--- src/rtl/redmule_pkg.sv ---
// -----------------------------------------------------------------------------
// redmule_pkg
// Shared types and constants for the RedMulE Z-stream packer.
//   zpack_state_e   : packer control states (IDLE, RUN, DRAIN, DONE)
//   zpack_cfg_t     : latched job configuration {row_len, rows}
//   ZPackInElems    : default elements per engine result beat
//   ZPackOutElems   : default elements per packed Z-stream word
//   ZPackCntW       : width of the row-length / row-count config fields
//   zpack_cfg_valid : a job is only runnable when both config fields are nonzero
// -----------------------------------------------------------------------------
package redmule_pkg;

  localparam int unsigned ZPackInElems  = 4;
  localparam int unsigned ZPackOutElems = 16;
  localparam int unsigned ZPackCntW     = 16;

  typedef enum logic [1:0] {
    ZPACK_IDLE  = 2'd0,
    ZPACK_RUN   = 2'd1,
    ZPACK_DRAIN = 2'd2,
    ZPACK_DONE  = 2'd3
  } zpack_state_e;

  typedef struct packed {
    logic [ZPackCntW-1:0] row_len;
    logic [ZPackCntW-1:0] rows;
  } zpack_cfg_t;

  function automatic logic zpack_cfg_valid(input zpack_cfg_t cfg);
    return (cfg.row_len != {ZPackCntW{1'b0}}) && (cfg.rows != {ZPackCntW{1'b0}});
  endfunction

endpackage

--- src/rtl/redmule_zpack_buf.sv ---
// -----------------------------------------------------------------------------
// redmule_zpack_buf
// Two-entry ready/valid buffer carrying one packed word {strb, data}.
// The caller must not push while full_o is high; a push and a pop in the same
// cycle with one entry stored keeps the occupancy at one.
// Ports:
//   clk_i, rst_ni (sync, active-low), clear_i (sync soft clear)
//   push_i, push_data_i           : write side
//   full_o, empty_o               : occupancy flags
//   out_valid_o, out_data_o,
//   out_ready_i                   : read side (head entry, stable until popped)
// -----------------------------------------------------------------------------
module redmule_zpack_buf #(
  parameter int unsigned DW = 8
) (
  input  logic          clk_i,
  input  logic          rst_ni,
  input  logic          clear_i,
  input  logic          push_i,
  input  logic [DW-1:0] push_data_i,
  output logic          full_o,
  output logic          empty_o,
  output logic          out_valid_o,
  output logic [DW-1:0] out_data_o,
  input  logic          out_ready_i
);

  logic [DW-1:0] mem_q [2];
  logic [1:0]    count_q, count_d;
  logic          wr_ptr_q, wr_ptr_d;
  logic          rd_ptr_q, rd_ptr_d;
  logic          pop_s;

  assign empty_o     = (count_q == 2'd0);
  assign full_o      = (count_q == 2'd2);
  assign out_valid_o = !empty_o;
  assign out_data_o  = mem_q[rd_ptr_q];
  assign pop_s       = out_valid_o && out_ready_i;

  // Pointer and occupancy next-state.
  always_comb begin
    wr_ptr_d = wr_ptr_q;
    rd_ptr_d = rd_ptr_q;
    count_d  = count_q;
    if (push_i) begin
      wr_ptr_d = ~wr_ptr_q;
    end else begin
      wr_ptr_d = wr_ptr_q;
    end
    if (pop_s) begin
      rd_ptr_d = ~rd_ptr_q;
    end else begin
      rd_ptr_d = rd_ptr_q;
    end
    case ({push_i, pop_s})
      2'b10:   count_d = count_q + 2'd1;
      2'b01:   count_d = count_q - 2'd1;
      default: count_d = count_q;
    endcase
  end

  // Storage and pointer registers; clearing zeroes the entries so the output reads 0.
  always_ff @(posedge clk_i) begin
    if (!rst_ni) begin
      mem_q[0] <= {DW{1'b0}};
      mem_q[1] <= {DW{1'b0}};
      wr_ptr_q <= 1'b0;
      rd_ptr_q <= 1'b0;
      count_q  <= 2'd0;
    end else if (clear_i) begin
      mem_q[0] <= {DW{1'b0}};
      mem_q[1] <= {DW{1'b0}};
      wr_ptr_q <= 1'b0;
      rd_ptr_q <= 1'b0;
      count_q  <= 2'd0;
    end else begin
      if (push_i) begin
        mem_q[wr_ptr_q] <= push_data_i;
      end
      wr_ptr_q <= wr_ptr_d;
      rd_ptr_q <= rd_ptr_d;
      count_q  <= count_d;
    end
  end

endmodule

--- src/rtl/redmule_z_packer.sv ---
// -----------------------------------------------------------------------------
// redmule_z_packer
// Packs narrow RedMulE result beats (IN_ELEMS elements) into full Z-stream
// words (OUT_ELEMS elements) with byte strobes. A row end closes the current
// word early; elements past the row length are dropped and their slots stay 0.
// Finished words go through a 2-entry buffer (redmule_zpack_buf).
// Ports:
//   clk_i, rst_ni (sync, active-low), clear_i (sync soft clear, top priority)
//   start_i, cfg_row_len_i, cfg_rows_i : job start and configuration (IDLE only)
//   in_data_i, in_valid_i, in_ready_o  : engine beat stream
//   out_data_o, out_strb_o,
//   out_valid_o, out_ready_i           : packed word stream toward the store path
//   busy_o                             : not IDLE
//   done_o                             : one-cycle completion pulse
// Optional build macro REDMULE_ZPACK_PERF_EN adds perf_stall_o, a saturating
// count of RUN cycles where a beat is offered but cannot be accepted.
// -----------------------------------------------------------------------------
module redmule_z_packer
  import redmule_pkg::*;
#(
  parameter int unsigned BITW      = 16,
  parameter int unsigned IN_ELEMS  = ZPackInElems,
  parameter int unsigned OUT_ELEMS = ZPackOutElems,
  parameter int unsigned CNT_W     = ZPackCntW
) (
  input  logic                        clk_i,
  input  logic                        rst_ni,
  input  logic                        clear_i,
  input  logic                        start_i,
  input  logic [CNT_W-1:0]            cfg_row_len_i,
  input  logic [CNT_W-1:0]            cfg_rows_i,
  input  logic [IN_ELEMS*BITW-1:0]    in_data_i,
  input  logic                        in_valid_i,
  output logic                        in_ready_o,
  output logic [OUT_ELEMS*BITW-1:0]   out_data_o,
  output logic [OUT_ELEMS*BITW/8-1:0] out_strb_o,
  output logic                        out_valid_o,
  input  logic                        out_ready_i,
  output logic                        busy_o,
  output logic                        done_o
`ifdef REDMULE_ZPACK_PERF_EN
  ,
  output logic [31:0]                 perf_stall_o
`endif
);

  localparam int unsigned EB     = BITW / 8;
  localparam int unsigned DATA_W = OUT_ELEMS * BITW;
  localparam int unsigned STRB_W = OUT_ELEMS * EB;
  localparam int unsigned SLOT_W = $clog2(OUT_ELEMS) + 1;

  if ((OUT_ELEMS % IN_ELEMS) != 0) begin : g_elems_chk
    $error("redmule_z_packer: OUT_ELEMS must be a multiple of IN_ELEMS");
  end
  if ((BITW % 8) != 0) begin : g_bitw_chk
    $error("redmule_z_packer: BITW must be a multiple of 8");
  end
  if (CNT_W != ZPackCntW) begin : g_cntw_chk
    $error("redmule_z_packer: CNT_W must match the zpack_cfg_t field width");
  end

  zpack_state_e          state_q, state_d;
  zpack_cfg_t            cfg_q, cfg_d;
  logic [CNT_W-1:0]      elem_cnt_q, elem_cnt_d;
  logic [CNT_W-1:0]      row_cnt_q, row_cnt_d;
  logic [SLOT_W-1:0]     slot_cnt_q, slot_cnt_d;
  logic [DATA_W-1:0]     asm_data_q, asm_data_d;
  logic [STRB_W-1:0]     asm_strb_q, asm_strb_d;

  logic [CNT_W-1:0]      remaining_s;
  logic [IN_ELEMS-1:0]   elem_valid_s;
  logic [DATA_W-1:0]     merged_data_s;
  logic [STRB_W-1:0]     merged_strb_s;
  logic                  row_end_s;
  logic                  slots_full_s;
  logic                  close_s;
  logic                  last_row_s;
  logic                  accept_s;
  logic                  push_s;
  logic                  buf_full_s;
  logic                  buf_empty_s;
  logic [STRB_W+DATA_W-1:0] buf_out_s;

  // Elements left in the current row; elem_cnt_q never reaches row_len inside
  // a row, so this subtraction cannot wrap and no counter needs an extra bit.
  assign remaining_s  = cfg_q.row_len - elem_cnt_q;
  assign row_end_s    = (remaining_s <= CNT_W'(IN_ELEMS));
  assign slots_full_s = (slot_cnt_q == SLOT_W'(OUT_ELEMS - IN_ELEMS));
  assign close_s      = row_end_s || slots_full_s;
  assign last_row_s   = (row_cnt_q == (cfg_q.rows - CNT_W'(1)));

  assign in_ready_o = (state_q == ZPACK_RUN) && !buf_full_s;
  assign accept_s   = in_valid_i && in_ready_o;
  assign push_s     = accept_s && close_s;

  assign busy_o = (state_q != ZPACK_IDLE);
  assign done_o = (state_q == ZPACK_DONE);

  // Merge the incoming beat into the assembly word; masked elements leave
  // their slots untouched (they are already 0 after the previous close).
  always_comb begin
    merged_data_s = asm_data_q;
    merged_strb_s = asm_strb_q;
    for (int k = 0; k < int'(IN_ELEMS); k++) begin
      elem_valid_s[k] = (CNT_W'(k) < remaining_s);
      merged_data_s[(int'(slot_cnt_q) + k)*BITW +: BITW] =
        elem_valid_s[k] ? in_data_i[k*BITW +: BITW]
                        : asm_data_q[(int'(slot_cnt_q) + k)*BITW +: BITW];
      merged_strb_s[(int'(slot_cnt_q) + k)*EB +: EB] =
        elem_valid_s[k] ? {EB{1'b1}}
                        : asm_strb_q[(int'(slot_cnt_q) + k)*EB +: EB];
    end
  end

  // Control FSM next-state together with the packing counters.
  always_comb begin
    state_d    = state_q;
    cfg_d      = cfg_q;
    elem_cnt_d = elem_cnt_q;
    row_cnt_d  = row_cnt_q;
    slot_cnt_d = slot_cnt_q;
    asm_data_d = asm_data_q;
    asm_strb_d = asm_strb_q;
    case (state_q)
      ZPACK_IDLE: begin
        if (start_i) begin
          cfg_d.row_len = cfg_row_len_i;
          cfg_d.rows    = cfg_rows_i;
          elem_cnt_d    = {CNT_W{1'b0}};
          row_cnt_d     = {CNT_W{1'b0}};
          slot_cnt_d    = {SLOT_W{1'b0}};
          asm_data_d    = {DATA_W{1'b0}};
          asm_strb_d    = {STRB_W{1'b0}};
          if (zpack_cfg_valid(cfg_d)) begin
            state_d = ZPACK_RUN;
          end else begin
            state_d = ZPACK_DONE;
          end
        end else begin
          state_d = ZPACK_IDLE;
        end
      end
      ZPACK_RUN: begin
        if (accept_s) begin
          if (close_s) begin
            slot_cnt_d = {SLOT_W{1'b0}};
            asm_data_d = {DATA_W{1'b0}};
            asm_strb_d = {STRB_W{1'b0}};
            if (row_end_s) begin
              elem_cnt_d = {CNT_W{1'b0}};
              row_cnt_d  = row_cnt_q + CNT_W'(1);
              if (last_row_s) begin
                state_d = ZPACK_DRAIN;
              end else begin
                state_d = ZPACK_RUN;
              end
            end else begin
              elem_cnt_d = elem_cnt_q + CNT_W'(IN_ELEMS);
              state_d    = ZPACK_RUN;
            end
          end else begin
            slot_cnt_d = slot_cnt_q + SLOT_W'(IN_ELEMS);
            elem_cnt_d = elem_cnt_q + CNT_W'(IN_ELEMS);
            asm_data_d = merged_data_s;
            asm_strb_d = merged_strb_s;
            state_d    = ZPACK_RUN;
          end
        end else begin
          state_d = ZPACK_RUN;
        end
      end
      ZPACK_DRAIN: begin
        if (buf_empty_s) begin
          state_d = ZPACK_DONE;
        end else begin
          state_d = ZPACK_DRAIN;
        end
      end
      ZPACK_DONE: begin
        state_d = ZPACK_IDLE;
      end
      default: begin
        state_d = ZPACK_IDLE;
      end
    endcase
  end

  // State, latched config, packing counters and assembly register.
  always_ff @(posedge clk_i) begin
    if (!rst_ni) begin
      state_q    <= ZPACK_IDLE;
      cfg_q      <= '{row_len: {CNT_W{1'b0}}, rows: {CNT_W{1'b0}}};
      elem_cnt_q <= {CNT_W{1'b0}};
      row_cnt_q  <= {CNT_W{1'b0}};
      slot_cnt_q <= {SLOT_W{1'b0}};
      asm_data_q <= {DATA_W{1'b0}};
      asm_strb_q <= {STRB_W{1'b0}};
    end else if (clear_i) begin
      state_q    <= ZPACK_IDLE;
      cfg_q      <= '{row_len: {CNT_W{1'b0}}, rows: {CNT_W{1'b0}}};
      elem_cnt_q <= {CNT_W{1'b0}};
      row_cnt_q  <= {CNT_W{1'b0}};
      slot_cnt_q <= {SLOT_W{1'b0}};
      asm_data_q <= {DATA_W{1'b0}};
      asm_strb_q <= {STRB_W{1'b0}};
    end else begin
      state_q    <= state_d;
      cfg_q      <= cfg_d;
      elem_cnt_q <= elem_cnt_d;
      row_cnt_q  <= row_cnt_d;
      slot_cnt_q <= slot_cnt_d;
      asm_data_q <= asm_data_d;
      asm_strb_q <= asm_strb_d;
    end
  end

  redmule_zpack_buf #(
    .DW (STRB_W + DATA_W)
  ) i_buf (
    .clk_i       (clk_i),
    .rst_ni      (rst_ni),
    .clear_i     (clear_i),
    .push_i      (push_s),
    .push_data_i ({merged_strb_s, merged_data_s}),
    .full_o      (buf_full_s),
    .empty_o     (buf_empty_s),
    .out_valid_o (out_valid_o),
    .out_data_o  (buf_out_s),
    .out_ready_i (out_ready_i)
  );

  assign out_data_o = buf_out_s[DATA_W-1:0];
  assign out_strb_o = buf_out_s[STRB_W+DATA_W-1:DATA_W];

`ifdef REDMULE_ZPACK_PERF_EN
  logic [31:0] perf_stall_q;

  // Saturating count of RUN cycles where the engine is held off.
  always_ff @(posedge clk_i) begin
    if (!rst_ni) begin
      perf_stall_q <= 32'd0;
    end else if (clear_i) begin
      perf_stall_q <= 32'd0;
    end else if ((state_q == ZPACK_IDLE) && (state_d == ZPACK_RUN)) begin
      perf_stall_q <= 32'd0;
    end else if ((state_q == ZPACK_RUN) && in_valid_i && !in_ready_o &&
                 (perf_stall_q != 32'hFFFF_FFFF)) begin
      perf_stall_q <= perf_stall_q + 32'd1;
    end else begin
      perf_stall_q <= perf_stall_q;
    end
  end

  assign perf_stall_o = perf_stall_q;
`endif

endmodule
--- config.mk ---
export PLATFORM = sky130hd
export DESIGN_NAME = redmule_z_packer
export DESIGN_NICKNAME = d
export VERILOG_FILES = /design/src/rtl/redmule_pkg.sv /design/src/rtl/redmule_zpack_buf.sv /design/src/rtl/redmule_z_packer.sv
export SDC_FILE = /design/constraint.sdc
export NUM_CORES = 2
export LEC_CHECK = 0
export ABC_CLOCK_PERIOD_IN_PS = 35700
export BUFFER_PORTS_ARGS = -buffer_cell sky130_fd_sc_hd__buf_4
export CAP_MARGIN = 20
export CORE_AREA = 2 2 403 405
export CTS_BUF_LIST = sky130_fd_sc_hd__clkbuf_2 sky130_fd_sc_hd__clkbuf_4 sky130_fd_sc_hd__clkbuf_8
export DETAILED_ROUTE_END_ITERATION = 7
export DIE_AREA = 0 0 405 407
export GPL_TIMING_DRIVEN = 0
export PLACE_DENSITY = 0.45
export SETUP_SLACK_MARGIN = 0.5
export SKIP_CTS_REPAIR_TIMING = 1
export SYNTH_ARGS = -nofsm -noshare
export SYNTH_HDL_FRONTEND = slang
export SYNTH_SLANG_ARGS = --single-unit
--- constraint.sdc ---
create_clock -name clk_i -period 35.7 [get_ports clk_i]
set_clock_uncertainty 0.2 [all_clocks]
set_input_delay 1.785 -clock clk_i [delete_from_list [all_inputs] [get_ports clk_i]]
set_output_delay 1.785 -clock clk_i [all_outputs]
set_load 0.03 [all_outputs]
==> flow_summary.json <==
{
  "dr.max_layer_used": "met5",
  "ctsLongestPathBuffers": 3,
  "top_level_ports": 394,
  "met3_wirelength_um": 18100,
  "insertion_delay_ps": 930,
  "drt.antenna.violating_nets": 0,
  "grt_pass1_vias": 39856,
  "finalHoldViolCount": 0,
  "grt.total_usage_pct": 26.1,
  "drt-met1-wl_um": 96500,
  "setup.worst_path.end_class": "register",
  "max_cap_viol": 0,
  "synth_enable_flop_cells": 576,
  "post-place-ws_ps": 28910,
  "worstSetupStartpointType": "register",
  "grt_start_max_net_pins": 54,
  "place_congestion": 0.909,
  "synthTopCellsByArea": "sky130_fd_sc_hd__edfxtp_1, sky130_fd_sc_hd__dfxtp_1, sky130_fd_sc_hd__mux2_2, sky130_fd_sc_hd__o2bb2ai_1, sky130_fd_sc_hd__a21oi_1",
  "synth.yosys.seq_area_share_pct": 51.1,
  "worst_slew_pin_slew_ps": 1230,
  "rsz0062_at_grt": "no",
  "synth-seq-cells": 936,
  "yosys.cell_types.count": 76,
  "post_detailed_route_wirelength_per_cell_um": 29.9,
  "finish.net_count": 5219,
  "wl_met2_um": 98400,
  "synth_common_cells": "sky130_fd_sc_hd__edfxtp_1, sky130_fd_sc_hd__nand2_1, sky130_fd_sc_hd__a21oi_1",
  "worst_path_buffer_plus_inverter_count": 8,
  "max_slew_margin_pct": 17.7,
  "antenna_violations_before_repair": 11,
  "accumulated_negative_setup_slack_ps": 0,
  "worst_slack_ps": 28770,
  "syn-cell-area_mm2": 0.0480,
  "cts_tree": "done",
  "ys.warnings.count": 0,
  "finalSetupViolations": 0,
  "cp_data_required_time_ps": 36100,
  "netlist.area_leader.share_pct": 36.0,
  "finalHoldWorstSlack_ps": 263,
  "critPathTopFamily": "buffers and inverters",
  "remaining_drc_errors": 0,
  "cp_cell_sequence": "inv_1 > ha_1 > o211ai_1 > a21oi_1 > o41ai_1 > xor2_1 > o221ai_1 > clkbuf_1 > nor3_2 > o211ai_1 > clkbuf_1 > buf_8 > clkbuf_2 > clkbuf_1 > nand2_4 > buf_16 > buf_16",
  "dp_hpwl_um": 163000,
  "asyncSetResetFlopFracSynth_pct": 0,
  "clock-root-buffer": "sky130_fd_sc_hd__clkbuf_8",
  "hp-class": "register to register",
  "ir_drop_v": 0.0000379,
  "drtPass1Iterations": 6,
  "slowest_cell_on_the_critical_path": "sky130_fd_sc_hd__clkbuf_1",
  "period_needed_ps": 6930,
  "grt_overflow_total": 0,
  "post_drt_via_cell_ratio": 5.62,
  "die_height_um": 407,
  "initial_core_util_pct": 30.0,
  "count_of_vias_placed_by_the_detailed_router": 41567,
  "cts_max_level": 4,
  "cts_made_buffers": 176,
  "rows": 147,
  "static-leakage-power_nw": 20.4,
  "worst_path_most_repeated_cell": "sky130_fd_sc_hd__clkbuf_1",
  "p_per_area_mw_per_mm2": 43.4,
  "numPortBuffers": 393,
  "drt-total-wl_um": 221000,
  "die_width_um": 405,
  "synthesis.area_per_instance_um2": 10.7,
  "core-area_mm2": 0.160,
  "crit_path_max_incr_delay_ps": 750,
  "maxClockFrequency_ghz": 0.144,
  "cp_data_arrival_time_ps": 7330,
  "synth_ff_type": "sky130_fd_sc_hd__edfxtp_1",
  "synth_largest_area_cell": "sky130_fd_sc_hd__edfxtp_1",
  "tritoncts_num_sinks": 936,
  "post_synth_inst_count": 4480,
  "synthMostInstantiatedCell": "sky130_fd_sc_hd__edfxtp_1",
  "final_layout_size_suffix_gt1_share_pct": 27.2,
  "period_share_pct": 19.4,
  "floorplan.die_area_mm2": 0.165,
  "critPathMaxFanout": 52,
  "run_status": "finished clean",
  "path_clk_slew_ps": 60,
  "grt_first_pass_wirelength_um": 305000,
  "crit_type": "register to register",
  "layout-area-overhead-vs-synth_pct": 21.0,
  "drv_slew": 0,
  "detail_route.iter0.violations": 4066
}
==> cell usage in the layout, fill, tap and decap left out, types with 27 or more instances in the layout <==
cell                          n
sky130_fd_sc_hd__a211oi_1    61
sky130_fd_sc_hd__a21oi_1    383
sky130_fd_sc_hd__a21oi_2    172
sky130_fd_sc_hd__a31oi_1    159
sky130_fd_sc_hd__and2_1      72
sky130_fd_sc_hd__buf_1       31
sky130_fd_sc_hd__buf_2       43
sky130_fd_sc_hd__buf_4      396
sky130_fd_sc_hd__clkbuf_1   282
sky130_fd_sc_hd__clkbuf_2    28
sky130_fd_sc_hd__clkbuf_4    93
sky130_fd_sc_hd__clkbuf_8   196
sky130_fd_sc_hd__dfxtp_1    360
sky130_fd_sc_hd__edfxtp_1   576
sky130_fd_sc_hd__ha_1        27
sky130_fd_sc_hd__inv_1       52
sky130_fd_sc_hd__mux2_2     369
sky130_fd_sc_hd__mux2i_1    174
sky130_fd_sc_hd__nand2_1    454
sky130_fd_sc_hd__nand3_1     33
sky130_fd_sc_hd__nand4_1    137
sky130_fd_sc_hd__nor2_1     262
sky130_fd_sc_hd__nor2b_1     33
sky130_fd_sc_hd__nor4_1     110
sky130_fd_sc_hd__nor4b_1     52
sky130_fd_sc_hd__o21ai_0     83
sky130_fd_sc_hd__o2bb2ai_1  256
==> report_power, final <==
group | switching [mW] | internal, mW
sequential | 0.00793 | 1.17
combinational | 0.169 | 0.0624
clock | 0.495 | 0.613
total | 0.672 | 1.85
==> kinds of logic (layout without fill, tap and decap cells) <==
| family | after synthesis | in the layout | synth area share [%] |
|---|---|---|---|
| multiplexers | 567 | 567 | 13.4 |
| flip-flops | 936 | 936 | 51.1 |
| other | 2 | 5 | 0.0156 |
| adder cells (fa/ha/maj) | 27 | 27 | 0.704 |
| AND/OR/NAND/NOR | 1236 | 1236 | 12.6 |
| buffers and inverters | 459 | 1215 | 4.06 |
| XOR/XNOR | 35 | 35 | 0.639 |
| AO/OA/AOI/OAI | 1218 | 1218 | 17.6 |
==> metal layers <==
layer | track usage, % | vias up
met5 | 0 | -
li1 | - | 18256
met4 | 9.85 | 4
met1 | 35.6 | 21014
met3 | 5.69 | 371
met2 | 40.3 | 1922
==> final timing paths <==
kind	from	endpoint	slack, ps	cells past startpoint
max	elem_cnt_q[3]$_SDFFE_PP0P_	i_buf.mem_q[1][170]$_SDFFCE_PN0P_	28770	17
min	cfg_q[21]$_SDFFE_PP0P_	cfg_q[21]$_SDFFE_PP0P_	260	2
max reg2reg	elem_cnt_q[3]$_SDFFE_PP0P_	i_buf.mem_q[1][170]$_SDFFCE_PN0P_	28770	17
min reg2reg	cfg_q[21]$_SDFFE_PP0P_	cfg_q[21]$_SDFFE_PP0P_	260	2
==> registers in the layout, summed over array words and instances, names as in the netlist, 3 cells and up, named ones only <==
name	flops
row_cnt_q	16
elem_cnt_q	14
slot_cnt_q	3
i_buf.mem_q	576
asm_data_q	256
cfg_q	32
asm_strb_q	32
==> cell type report <==
type / instances / area, um^2
antenna: 2 / 5.00
buffer: 405 / 1780
clock buffer: 288 / 3390
clock inverter: 37 / 262
fill: 16351 / 102000
inverter: 54 / 203
multi-input combinational: 3086 / 21600
sequential: 936 / 24500
tap: 2160 / 2700
timing repair buffer: 431 / 3660
==> through the flow <==
step	util, %	cells	cell area, um^2	power [mW]
after CTS	36.2	7392	58100	2.53
after global placement	33.5	7034	53700	1.46
final	36.3	7399	58100	2.52
after global routing	36.3	7398	58100	2.59
after floorplan	-	4481	48000	1.34
after detailed placement	34.0	7067	54400	1.43
==> tightest hold or removal path, delay by kind of cell (launching register included) <==
kind               cells  cell delay (ps)
DFF                    1              310
and+or+nand+nor        1               50
AOI/OAI and AO/OA      1               50
Note: power is estimated with default switching activity, not from simulation.
